File: config.mk
export PLATFORM = sky130hd
export DESIGN_NAME = local_history_update_queue
export DESIGN_NICKNAME = d
export VERILOG_FILES = /design/src/rtl/local_history_update_queue.sv
export SDC_FILE = /design/constraint.sdc
export NUM_CORES = 1
export LEC_CHECK = 0
export CAP_MARGIN = 20
export CORE_ASPECT_RATIO = 0.7
export CORE_UTILIZATION = 56
export DETAILED_ROUTE_END_ITERATION = 10
export PLACE_DENSITY_LB_ADDON = 0.05
export SYNTH_ARGS = -nofsm -noshare
export SYNTH_HDL_FRONTEND = slang
export SYNTH_SLANG_ARGS = --single-unit
File: constraint.sdc
create_clock -name clk_i -period 4.4 [get_ports clk_i]
set_clock_uncertainty 0.2 [all_clocks]
set_input_delay 0.66 -clock clk_i [delete_from_list [all_inputs] [get_ports clk_i]]
set_output_delay 0.66 -clock clk_i [all_outputs]
set_load 0.005 [all_outputs]
File: src/rtl/local_history_update_queue.sv
// rtl/local_history_update_queue.sv - in-order queue of predicted branches driving local history table writes
module local_history_update_queue #(
    parameter int DEPTH      = 8,
    parameter int PC_WIDTH   = 32,
    parameter int HIST_WIDTH = 10,
    parameter int IDX_WIDTH  = 10
) (
    input  logic                       clk_i,
    input  logic                       reset_i,
    input  logic                       alloc_v_i,
    input  logic [PC_WIDTH-1:0]        alloc_pc_i,
    input  logic [HIST_WIDTH-1:0]      alloc_hist_i,
    input  logic                       alloc_pred_i,
    output logic                       alloc_ready_o,
    input  logic                       res_v_i,
    input  logic                       res_taken_i,
    input  logic                       flush_i,
    output logic                       w_v_o,
    output logic [IDX_WIDTH-1:0]       w_idx_o,
    output logic                       taken_o,
    output logic                       correct_o,
    output logic [HIST_WIDTH-1:0]      hist_o,
    output logic                       mispredict_o,
    output logic [$clog2(DEPTH+1)-1:0] count_o,
    output logic                       err_o
);
    localparam int PTR_W = $clog2(DEPTH);
    localparam int CNT_W = $clog2(DEPTH + 1);
    localparam logic [CNT_W-1:0] L_FULL = CNT_W'(DEPTH);

    // Entry storage: only the PC bits that form the table index are kept.
    logic [IDX_WIDTH-1:0]  r_idx_mem  [DEPTH];
    logic [HIST_WIDTH-1:0] r_hist_mem [DEPTH];
    logic                  r_pred_mem [DEPTH];

    logic [PTR_W-1:0]      r_head;
    logic [PTR_W-1:0]      r_tail;
    logic [CNT_W-1:0]      r_count;

    logic                  r_w_v;
    logic [IDX_WIDTH-1:0]  r_w_idx;
    logic [HIST_WIDTH-1:0] r_hist;
    logic                  r_taken;
    logic                  r_correct;
    logic                  r_mispredict;
    logic                  r_err;

    logic                  w_full;
    logic                  w_empty;
    logic                  w_res_fire;
    logic                  w_alloc_fire;
    logic                  w_head_pred;
    logic                  w_mispred;
    logic                  w_squash;
    logic                  w_alloc_ok;
    logic                  w_err_evt;
    logic [PTR_W-1:0]      w_head_nxt;
    logic [PTR_W-1:0]      w_tail_nxt;
    logic [CNT_W-1:0]      w_count_nxt;
    logic                  w_unused_pc;

    // PC bits outside the index field carry no information for the table.
    assign w_unused_pc = ^{alloc_pc_i[PC_WIDTH-1:IDX_WIDTH+2], alloc_pc_i[1:0]};

    // Acceptance, retirement and squash decisions for this cycle.
    always_comb begin
        w_full       = (r_count == L_FULL);
        w_empty      = (r_count == '0);
        w_res_fire   = res_v_i && !w_empty;
        w_alloc_fire = alloc_v_i && !w_full;
        w_head_pred  = r_pred_mem[r_head];
        w_mispred    = w_res_fire && (res_taken_i != w_head_pred);
        // A wrong-path resolve or a flush wipes every entry younger than the retiree,
        // including anything fetch is trying to push in the same cycle.
        w_squash     = flush_i || w_mispred;
        w_alloc_ok   = w_alloc_fire && !w_squash;
        w_err_evt    = (alloc_v_i && w_full) || (res_v_i && w_empty);
        w_head_nxt   = r_head + PTR_W'(w_res_fire);
        if (w_squash) begin
            w_tail_nxt  = w_head_nxt;
            w_count_nxt = '0;
        end else begin
            w_tail_nxt  = r_tail + PTR_W'(w_alloc_ok);
            w_count_nxt = r_count + CNT_W'(w_alloc_ok) - CNT_W'(w_res_fire);
        end
    end

    // Capture the prediction record at the tail slot.
    always_ff @(posedge clk_i) begin
        if (w_alloc_ok) begin
            r_idx_mem[r_tail]  <= alloc_pc_i[IDX_WIDTH+1:2];
            r_hist_mem[r_tail] <= alloc_hist_i;
            r_pred_mem[r_tail] <= alloc_pred_i;
        end
    end

    // Queue pointers and occupancy.
    always_ff @(posedge clk_i or posedge reset_i) begin
        if (reset_i) begin
            r_head  <= '0;
            r_tail  <= '0;
            r_count <= '0;
        end else begin
            r_head  <= w_head_nxt;
            r_tail  <= w_tail_nxt;
            r_count <= w_count_nxt;
        end
    end

    // Registered history-table write; payload holds between writes.
    always_ff @(posedge clk_i or posedge reset_i) begin
        if (reset_i) begin
            r_w_v        <= 1'b0;
            r_w_idx      <= '0;
            r_hist       <= '0;
            r_taken      <= 1'b0;
            r_correct    <= 1'b0;
            r_mispredict <= 1'b0;
        end else begin
            r_w_v        <= w_res_fire;
            r_mispredict <= w_mispred;
            if (w_res_fire) begin
                r_w_idx   <= r_idx_mem[r_head];
                r_hist    <= r_hist_mem[r_head];
                r_taken   <= res_taken_i;
                r_correct <= !w_mispred;
            end
        end
    end

    // Sticky protocol error: push into a full queue or resolve with nothing outstanding.
    always_ff @(posedge clk_i or posedge reset_i) begin
        if (reset_i) begin
            r_err <= 1'b0;
        end else if (w_err_evt) begin
            r_err <= 1'b1;
        end
    end

    assign alloc_ready_o = !w_full;
    assign count_o       = r_count;
    assign w_v_o         = r_w_v;
    assign w_idx_o       = r_w_idx;
    assign hist_o        = r_hist;
    assign taken_o       = r_taken;
    assign correct_o     = r_correct;
    assign mispredict_o  = r_mispredict;
    assign err_o         = r_err;

endmodule
==> summary.md <==
| Metric | Value |
|---|---|
| Routed Antenna Nets | 0 |
| CTS H-tree lvls | 1 |
| Vias | 3887 |
| Post-synth cell types | 34 |
| Iter 0 DRT Violations | 175 |
| Clock Latency Late Sink | 0.48 ns |
| GR Overflow Total | 0 |
| Status | completed |
| Tmin final | 3.52 ns |
| Die Y | 102 um |
| Startpoint types | register |
| Fin crit share | 0.800 |
| Yosys reg bits | 203 |
| P&R area growth vs syn | 17.7% |
| Synth Area per Inst | 19.5 um2 |
| Clock slew at reported path FFs | 0.07 ns |
| I/O pin count | 79 |
| Storage element area | 5920 um2 |
| Data required, critical path | 4.38 ns |
| HP Class | register to register |
| Worst Tran Pin Value | 0.672 ns |
| Most frequent cells in the layout | edfxtp_1, clkdlybuf4s50_1, mux4_2 |
| Seq/Total Area, Yosys | 0.746 |
| Worst Path Arrival | 3.50 ns |
| CP max FO | 17 |
| Pwr dens | 604 nW/um2 |
| Post-CTS Hold Fix Bufs | 0 |
| Largest net degree at the start of global routing | 42 |
| Max IR drop VDD | 0.000351 V |
| Layout cells sized above 1 | 0.191 |
| Postcts setup bufs | 0 |
| Number of global-route vias before repair | 3922 |
| Setup TNS | 0 ns |
| Die X | 144 um |
| FFs w/ async S/R, synth | 0.172 |
| CTS Root Cell | clkbuf_16 |
| First-pass GRT wire length | 22.3 mm |
| Peak Freq | 284 MHz |
| Power Total | 5.64 mW |
| Die area | 14700 um2 |
| Post-synth EDFFs | 168 |
| Starting Density | 0.588 |
| Row count | 35 |
| Setup CP Type | register to register |
| Post-CTS sizing | 0 |
| Clock sink count | 203 |
| CORE AREA | 13500 um2 |
| Mapped Nets | 467 |
| DR pass1 iterations | 4 |
| Initial antenna violation count | 0 |
| Mapped Cells | 407 |
| Longest Clk Path Bufs | 3 |
| Slew HR | 0.552 |
| IO buf count | 56 |
| Post-detail-place hpwl | 8.10 mm |
| Total leakage power | 3.22 nW |
| CTS tree | built |
| Total track usage | 0.211 |
| Post-layout net count | 535 |
| Yosys warns | 0 |
| Routed wire length per instance | 21.4 um |
| CP Capture Type | register |
| Unrepaired setup endpoints after global routing | false |
| Inserted Diodes | 0 |
| Main synth FF type | edfxtp_1 |
| DRC | 0 |
| Number of max-cap violations | 0 |
| TritonCTS Buffers | 19 |
| Commonest non-fill, non-tap cell in the layout | edfxtp_1 |
| Final Wtd Congestion | 0.766 |
| Vias per inst | 5.78 |
| Final Routed Wirelength | 14.4 mm |
| Cell Area, Synth | 7940 um2 |
| Final setup viols | 0 |
| FILL cells | 938 |
| Final Hold Viols | 0 |
| Slew Limit Fails | 0 |
| Multi-input gate area | 1910 um2 |
==> cell usage after synthesis, drive strengths merged (3+ instances only) <==
library cell	count	area, um2
edfxtp	168	5040
mux4	41	923
dfrtp	35	876
nand2	26	97.6
mux2i	21	210
o21ai	20	100
clkbuf	12	45.0
inv	11	41.3
buf	10	57.6
ha	10	125
nor3b	8	60.1
mux2	7	82.6
nor3	7	35.0
nand3	3	15.0
nand3b	3	22.5
nand4	3	18.8
nand4b	3	26.3
xnor2	3	26.3
==> power by group <==
group / switching (mW) / leakage [nW] / internal [mW] / total (mW)
Clock: 0.664 / 0.268 / 0.815 / 1.48
Combinational: 0.779 / 1.01 / 0.874 / 1.65
Sequential: 0.158 / 1.94 / 2.35 / 2.51
==> cell families after synthesis <==
kind of cell,count (synthesis),share of synthesized area
AOI/OAI and AO/OA,28,0.0210
xor gates and xnor gates,4,0.00442
adders and majority gates,11,0.0183
buffers and inverters,34,0.0188
DFF,203,0.746
muxes,69,0.153
and+or+nand+nor,58,0.0383
==> flip-flops by register name, indices dropped and copies added, names as in the netlist <==
register and cells:
r_hist_mem 80, r_idx_mem 80, hist_o 10, w_idx_o 10, r_pred_mem 8, count_o 4, r_head 3, r_tail 3
correct_o 1, err_o 1, mispredict_o 1, taken_o 1, w_v_o 1
==> worst paths after layout <==
| kind | startpoint | to | slack (ns) | cells past startpoint |
|---|---|---|---|---|
| setup / recovery | r_head[0] | r_idx_mem[0][1] | 0.88 | 6 |
| hold / removal | err_o | err_o | 0.25 | 1 |
| setup reg to reg | r_head[0] | r_idx_mem[0][1] | 0.88 | 6 |
| hold reg to reg | err_o | err_o | 0.25 | 1 |
| max in group asynchronous | reset_i | r_head[0] | 2.83 | 3 |
| min in group asynchronous | reset_i | hist_o[8] | 0.38 | 2 |
==> metrics by stage <==
stage	hold WS [ns]	instance area [um2]	cells	setup slack [ns]	util
finish	0.253	9340	673	0.878	0.693
global route	0.270	9340	673	0.706	0.693
CTS	0.257	9340	673	0.811	0.693
detailed placement	0.242	8790	639	0.843	0.652
global placement	0.238	8790	639	0.857	0.652
floorplan	0.251	7940	407	0.359	-
==> area by class of cell <==
class                   instances  area share
repair buffers                 69      0.0731
flip-flops and latches        203       0.634
clock buffers                  25      0.0544
well taps                     185      0.0248
multi-input cells             170       0.204
clock inverters                 9     0.00482
inverters                      12     0.00496
==> layer usage <==
metal	up-vias	global-route usage	wire length, um
li1	1747	-	-
met1	2036	0.302	6790
met2	82	0.342	6770
met3	22	0.0355	533
met4	0	0.0551	305
met5	-	0	0
==> worst max-delay path, cell delays in order (launching register included) <==
cell	delay, ns
dfrtp_2	0.68
mux2_1	0.37
mux4_2	0.55
mux2_4	0.28
clkinv_2	0.23
nor3_2	0.62
buf_12	0.26
Power figures use the tool's default switching activity.
